[src/rtl/if_stage.sv]
// Instruction-fetch stage: issues one req/gnt/rvalid fetch at a time from pc_in and
// presents results in the IF/ID register, with one skid entry for decode back-pressure.
//
// state  | meaning
// S_IDLE | no fetch outstanding; issue from pc_in once the skid is empty
// S_REQ  | imem_req held with a fixed imem_addr until imem_gnt
// S_WAIT | granted, waiting for the single imem_rvalid
module if_stage #(
  parameter logic [31:0] NOP_INSTR = 32'h00000013
) (
  input  logic        clk,
  input  logic        rst,
  input  logic [31:0] pc_in,
  output logic        pc_stall,
  output logic        imem_req,
  output logic [31:0] imem_addr,
  input  logic        imem_gnt,
  input  logic        imem_rvalid,
  input  logic [31:0] imem_rdata,
  input  logic        stall,
  input  logic        flush,
  output logic        if_id_valid,
  output logic [31:0] if_id_pc,
  output logic [31:0] if_id_instr
);

  typedef enum logic [1:0] {
    S_IDLE = 2'd0,
    S_REQ  = 2'd1,
    S_WAIT = 2'd2
  } state_e;

  state_e      state_q, state_d;
  logic [31:0] addr_q, addr_d;
  logic        drop_q, drop_d;
  logic        valid_q, valid_d;
  logic [31:0] pc_q, pc_d;
  logic [31:0] instr_q, instr_d;
  logic        skid_valid_q, skid_valid_d;
  logic [31:0] skid_pc_q, skid_pc_d;
  logic [31:0] skid_instr_q, skid_instr_d;
  logic        capture;

  assign imem_req    = (state_q == S_REQ);
  assign imem_addr   = addr_q;
  assign if_id_valid = valid_q;
  assign if_id_pc    = pc_q;
  assign if_id_instr = instr_q;

  // The PC only advances on the grant of a live fetch; a flush always frees it for pc_sel.
  assign pc_stall = rst ? 1'b1 : !(flush | (imem_req & imem_gnt & !drop_q));

  assign capture = (state_q == S_WAIT) & imem_rvalid & !drop_q & !flush;

  always_comb begin
    valid_d      = valid_q;
    pc_d         = pc_q;
    instr_d      = instr_q;
    skid_valid_d = skid_valid_q;
    skid_pc_d    = skid_pc_q;
    skid_instr_d = skid_instr_q;

    if (flush) begin
      valid_d      = 1'b0;
      instr_d      = NOP_INSTR;
      skid_valid_d = 1'b0;
    end else if (capture) begin
      if (!valid_q || !stall) begin
        valid_d = 1'b1;
        pc_d    = addr_q;
        instr_d = imem_rdata;
      end else begin
        skid_valid_d = 1'b1;
        skid_pc_d    = addr_q;
        skid_instr_d = imem_rdata;
      end
    end else if (valid_q && !stall) begin
      if (skid_valid_q) begin
        pc_d         = skid_pc_q;
        instr_d      = skid_instr_q;
        skid_valid_d = 1'b0;
      end else begin
        valid_d = 1'b0;
        instr_d = NOP_INSTR;
      end
    end
  end

  always_comb begin
    state_d = state_q;
    addr_d  = addr_q;
    drop_d  = drop_q;

    case (state_q)
      S_IDLE: begin
        // During a flush pc_in is still the old path; issue one cycle later from the target.
        if (!skid_valid_q && !flush) begin
          state_d = S_REQ;
          addr_d  = pc_in;
          drop_d  = 1'b0;
        end
      end
      S_REQ: begin
        if (flush) drop_d = 1'b1;
        if (imem_gnt) state_d = S_WAIT;
      end
      S_WAIT: begin
        if (imem_rvalid) begin
          drop_d = 1'b0;
          if (flush) begin
            state_d = S_IDLE;
          end else if (!skid_valid_d) begin
            state_d = S_REQ;
            addr_d  = pc_in;
          end else begin
            state_d = S_IDLE;
          end
        end else if (flush) begin
          drop_d = 1'b1;
        end
      end
      default: state_d = S_IDLE;
    endcase
  end

  always_ff @(posedge clk) begin
    if (rst) begin
      state_q      <= S_IDLE;
      addr_q       <= 32'd0;
      drop_q       <= 1'b0;
      valid_q      <= 1'b0;
      pc_q         <= 32'd0;
      instr_q      <= NOP_INSTR;
      skid_valid_q <= 1'b0;
      skid_pc_q    <= 32'd0;
      skid_instr_q <= NOP_INSTR;
    end else begin
      state_q      <= state_d;
      addr_q       <= addr_d;
      drop_q       <= drop_d;
      valid_q      <= valid_d;
      pc_q         <= pc_d;
      instr_q      <= instr_d;
      skid_valid_q <= skid_valid_d;
      skid_pc_q    <= skid_pc_d;
      skid_instr_q <= skid_instr_d;
    end
  end

endmodule
[config.mk]
export PLATFORM = sky130hd
export DESIGN_NAME = if_stage
export DESIGN_NICKNAME = d
export VERILOG_FILES = /design/src/rtl/if_stage.sv
export SDC_FILE = /design/constraint.sdc
export NUM_CORES = 1
export LEC_CHECK = 0
export ABC_AREA = 1
export CORE_ASPECT_RATIO = 1.2
export CORE_UTILIZATION = 50
export DETAILED_ROUTE_END_ITERATION = 12
export GPL_ROUTABILITY_DRIVEN = 0
export GPL_TIMING_DRIVEN = 0
export PLACE_DENSITY_LB_ADDON = 0.08
export SYNTH_ARGS = -nofsm -noshare
export SYNTH_HDL_FRONTEND = slang
export SYNTH_SLANG_ARGS = --single-unit
[constraint.sdc]
create_clock -name clk -period 2.2 [get_ports clk]
set_input_delay 0.55 -clock clk [delete_from_list [all_inputs] [get_ports clk]]
set_output_delay 0.55 -clock clk [all_outputs]
set_load 0.005 [all_outputs]
After elaboration in Yosys (flattened, before gate mapping)

Cells that the tools add are included.

Output and inout bits: 99
Register bits after elaboration: 165
Bits of input ports: 70

Multiplexer cells: 32
Bitwise logic cells: 8
Reductions and logical operators: 22
Eq/ne operators: 9

Operator list:

| operator           | number |
|---|---|
| $mux 32            | 12 |
| $pmux 32 s2        | 1 |
| $mux 1             | 14 |
| $reduce_and 3->1   | 3 |
| $ne 2x2->1 const B | 4 |
| $logic_not 1->1    | 6 |
| $mux 2             | 3 |
| $ne 2x1->1 const B | 3 |
| $pmux 2 s3         | 1 |
| $reduce_bool 2->1  | 3 |
| $and 1x1->1        | 5 |
| $reduce_and 5->1   | 1 |
| $reduce_and 2->1   | 2 |
| $reduce_and 4->1   | 1 |
| $pmux 1 s3         | 1 |
| $reduce_bool 3->1  | 1 |
| $eq 2x1->1 const B | 1 |
| $eq 2x2->1 const B | 1 |
| $logic_and 1x1->1  | 2 |
| $logic_not 2->1    | 1 |
| $not 1->1          | 2 |
| $reduce_or 2->1    | 1 |
| $logic_or 1x1->1   | 1 |
| $or 1x1->1         | 1 |

Longest topological paths before layout

Gate-level depths: netlist of run 1.

Word-level depth: 10
Gate-level depth with buffers: 13
Mapped depth without buffers: 12

Least setup slack after synthesis of run 1

No wires, ideal clock.

Path kind: input-to-output
From: input rst
To: output pc_stall
Arrival: 1463 ps
Slack: 187 ps
Stages: 5
Cells stage by stage: buf_2 > clkinv_1 > clkbuf_1 > clkbuf_1 > o21ai_0

Word-level cells in the longest chain between the ends: 1

Ends and longest elaborated chain:

| item               | RTL line | RTL |
|---|---|---|
| start: declaration | 12       | `input logic rst,` |
| $mux 1             | 51       | `assign pc_stall = rst ? 1'b1 : !(flush \| (imem_req & imem_gnt & !drop_q));` |
| end: declaration   | 14       | `output logic pc_stall,` |

Every way passes these cells.

Final worst setup path of run 1

From: register state_q[1]
To: output pc_stall

Word-level cells in the longest chain between the ends: 6

Ends and longest elaborated chain:

| item                     | RTL line | RTL |
|---|---|---|
| start: declaration       | 33       | `state_e state_q, state_d;` |
| start signal: assignment | 138      | `state_q <= state_d;` |
| $eq 2x1->1               | 44       | `assign imem_req = (state_q == S_REQ);` |
| $and 1x1->1 (2 in a row) | 51       |  |
| $or 1x1->1               | 51       |  |
| $logic_not 1->1          | 51       |  |
| $mux 1                   | 51       |  |

Every way passes these cells.

==> impl_metrics.json, run 1 <==
{
  "synth_cell_types": 25,
  "period_share": 0.966,
  "cp_data_required_time_ps": 1650,
  "wl_um": 18700,
  "worst_pin_slew_ps": 597,
  "yosys.area.top_type_share": 0.477,
  "status": "completed",
  "worst_ir_drop_vdd_mv": 0.637,
  "antenna_left": 0,
  "grt.total_usage": 0.272,
  "clock_tree_from_tritoncts": "done",
  "path_clk_slew_ps": 60,
  "critical_path_peak_fanout": 4,
  "die_w_um": 109,
  "io_buffers": 167,
  "combinationalPowerShare": 0.288,
  "gr-total-overflow": 0,
  "period_needed_ps": 2130,
  "worst-r2r-setup-slack_ps": 200,
  "largest_cells_by_area_after_synthesis": "sky130_fd_sc_hd__dfxtp_1 48%, sky130_fd_sc_hd__nand2_1 11%, sky130_fd_sc_hd__o21ai_0 8.0%",
  "synth-compound-area-share": 0.196,
  "share_clk_of_total_power": 0.330,
  "ios": 169,
  "synth_simple_gate_area_share": 0.219,
  "critical_path_startpoint": "state_q[1]",
  "grt_pass1_vias": 6368,
  "finish.net_count": 1198,
  "vias": 6664,
  "yosysTopAreaCell": "sky130_fd_sc_hd__dfxtp_1",
  "gr-max-usage-layer": "met2",
  "grt_setup_unrepaired": "no",
  "avg_cell_area_syn_um2": 7.39,
  "finish.cell_count_without_fillers": 1304,
  "timing.hold.worst.class": "input pin to flip-flop",
  "layout_cells_sized_above_1": 0.0792,
  "p_int_mw": 7.02,
  "area_delta_synth_final_pct": 37.4,
  "cts.hold.buffers_added": 0,
  "crit_reg_reg_startpoint": "state_q[0]",
  "static-leakage-power_nw": 3.96,
  "m1_gr_usage": 0.300,
  "finish.utilization": 0.712,
  "setup.worst_path.end_class": "output pin",
  "final-max-slew-violation-count": 0,
  "start_kind": "flip-flop",
  "netlist_instances": 936,
  "seqPwrFrac": 0.382,
  "combined_area_of_the_multi_input_logic_cells_um2": 2950,
  "wire_per_inst_um": 14.3,
  "synth-adder-area-share": 0.00904,
  "fin_worst_skew_ps": 7.52,
  "synth.mux.area_fraction": 0,
  "type_of_the_setup_path_with_the_least_slack": "flip-flop to output pin",
  "power.share.switching": 0.304,
  "fp-row-count": 46,
  "synth_xor_area_frac": 0,
  "post_drt_via_cell_ratio": 5.11,
  "synth_top_family_by_area": "simple AND/OR/NAND/NOR gates",
  "seqCellArea_um2": 3310,
  "antenna_cells": 0,
  "fill_cells": 1158,
  "syn_area_um2": 6920,
  "timing.rr.end": "imem_addr[20]",
  "power_per_cell_area_nw_per_um2": 1060,
  "hpwl_um": 13400,
  "maximum_number_of_pins_on_one_net_before_global_route_repair": 17,
  "detailedRoute.firstIterationViolations": 417,
  "synth_sequential_area_ratio": 0.477,
  "holdPathStages": 2,
  "core_um2": 13400,
  "setup.worst_path.end": "pc_stall",
  "first_pass_grt_wire_length_um": 30000,
  "ys_seq_elements": 165,
  "drv.max_cap_violation_count": 0,
  "worst_r2r_path_depth": 10,
  "setup_viol": 0,
  "cts-root-buf": "sky130_fd_sc_hd__clkbuf_16",
  "dieArea_um2": 14300,
  "maxClockFrequency_ghz": 0.471,
  "yosys_warnings": 0,
  "htreeDepth": 4,
  "drc": 0,
  "initial_core_util": 0.518,
  "mostFrequentLayoutCells": "194 x sky130_fd_sc_hd__nand2_1, 166 x sky130_fd_sc_hd__clkdlybuf4s50_1, 163 x sky130_fd_sc_hd__dfxtp_1",
  "clk_path_buf_depth": 2,
  "detail_route.first_pass.iterations": 6,
  "timing.final.hold_violations": 0,
  "synthesis.nets": 1011,
  "net-switching-power_mw": 3.06,
  "insertion_delay_ps": 430,
  "total_placed_cells_including_tap_cells": 1271,
  "antenna_found_initial": 0,
  "clock-sinks": 165,
  "fp.dieH_um": 131,
  "tritoncts.num_buffers": 17,
  "global_route.usage.met3": 0.0595,
  "grtUsageMet2": 0.508,
  "worst_slew_margin_rel": 0.602,
  "arrival_ps": 1580,
  "final_common_cell": "sky130_fd_sc_hd__nand2_1"
}
-- synthesized netlist by cell type --
library cell	number
sky130_fd_sc_hd__o21ai_0	110
sky130_fd_sc_hd__nand3_1	64
sky130_fd_sc_hd__nor3_1	1
sky130_fd_sc_hd__inv_1	79
sky130_fd_sc_hd__o21ai_1	1
sky130_fd_sc_hd__o211a_1	26
sky130_fd_sc_hd__buf_2	25
sky130_fd_sc_hd__or2_1	1
sky130_fd_sc_hd__a21oi_1	100
sky130_fd_sc_hd__nand2_1	194
sky130_fd_sc_hd__inv_2	3
sky130_fd_sc_hd__nand2_2	4
sky130_fd_sc_hd__buf_4	7
sky130_fd_sc_hd__clkinv_1	2
sky130_fd_sc_hd__ha_1	5
sky130_fd_sc_hd__nor2_1	106
sky130_fd_sc_hd__nand2_4	1
sky130_fd_sc_hd__o221ai_1	3
sky130_fd_sc_hd__clkbuf_1	29
sky130_fd_sc_hd__a21oi_4	1
sky130_fd_sc_hd__buf_6	6
sky130_fd_sc_hd__nand3_4	1
sky130_fd_sc_hd__dfxtp_1	165
sky130_fd_sc_hd__inv_4	1
sky130_fd_sc_hd__nand4_1	1
-- kinds of logic after synthesis --
family,after synthesis
flops,165
compound gates,241
buf+inv,152
fa+ha+maj,5
simple gates,373
-- area by class of cell --
class	instances	area share
sequential	165	0.348
multi-input combinational	619	0.310
timing repair buffer	168	0.176
clock buffer	20	0.0491
buffer	67	0.0394
inverter	85	0.0344
tap	168	0.0221
clock inverter	12	0.0209
-- power by group through the flow --
stage	Clock [mW]	Combinational (mW)	Sequential, mW
after CTS	3.34	2.92	3.85
after global placement	0	2.85	3.91
after global routing	3.46	3.25	3.92
after detailed placement	0	2.87	3.91
final	3.32	2.90	3.86
after floorplan	0	1.53	3.84
-- through the flow --
step                total power, mW  worst slack, ps  instance area [um^2]  hold WS (ps)  setup TNS, ps
CTS                            10.1             8.15                  9500           356              0
global route                   10.6             6.76                  9510           356              0
floorplan                      5.37              187                  6920           425              0
detailed placement             6.78             -942                  8800           438         -18800
global placement               6.76             -937                  8800           433         -16990
finish                         10.1             74.8                  9510           363              0
-- routing by layer --
layer | part of all wire | vias up
met4 | 0.018 | 0
met3 | 0.058 | 27
met5 | 0 | -
met2 | 0.52 | 205
li1 | - | 3417
met1 | 0.41 | 3015
-- flip-flops by register name, indices dropped and copies added (netlist names), 2 cells and up --
register      flops
if_id_instr      32
if_id_pc         32
imem_addr        32
skid_instr_q     32
skid_pc_q        32
state_q           2
-- worst min-delay path by stage --
stage	from	to	slack (ps)
finish	rst	skid_pc_q[9]	360
global route	rst	skid_pc_q[9]	360
CTS	rst	skid_pc_q[9]	360
detailed placement	skid_instr_q[23]	skid_instr_q[23]	440
global placement	skid_instr_q[13]	skid_instr_q[13]	430
floorplan	skid_instr_q[10]	skid_instr_q[10]	420
-- what timing repair did --
item	in CTS	in global routing
endpoints found under the setup margin	1	23
endpoints found under the hold margin	0	0
resized for setup	14	2
cloned	0	0
setup buffers	1	0
-- worst max-delay path: stages (launching register included) --
cell	delay, ps
sky130_fd_sc_hd__dfxtp_2	340
sky130_fd_sc_hd__inv_2	70
sky130_fd_sc_hd__ha_2	180
sky130_fd_sc_hd__inv_1	60
sky130_fd_sc_hd__nor3_2	140
sky130_fd_sc_hd__o21ai_1	80
sky130_fd_sc_hd__dlygate4sd2_1	270
No activity file was read; power rests on OpenSTA's default activity.
==> run 2, diff against run 1 <==
--- a/config.mk
+++ b/config.mk
@@ -12,6 +12,7 @@
 export GPL_ROUTABILITY_DRIVEN = 0
 export GPL_TIMING_DRIVEN = 0
 export PLACE_DENSITY_LB_ADDON = 0.08
+export SLEW_MARGIN = 20
 export SYNTH_ARGS = -nofsm -noshare
 export SYNTH_HDL_FRONTEND = slang
 export SYNTH_SLANG_ARGS = --single-unit
==> results of run 2 <==
Final layout, timing and power as in run 1 (identical DEF).
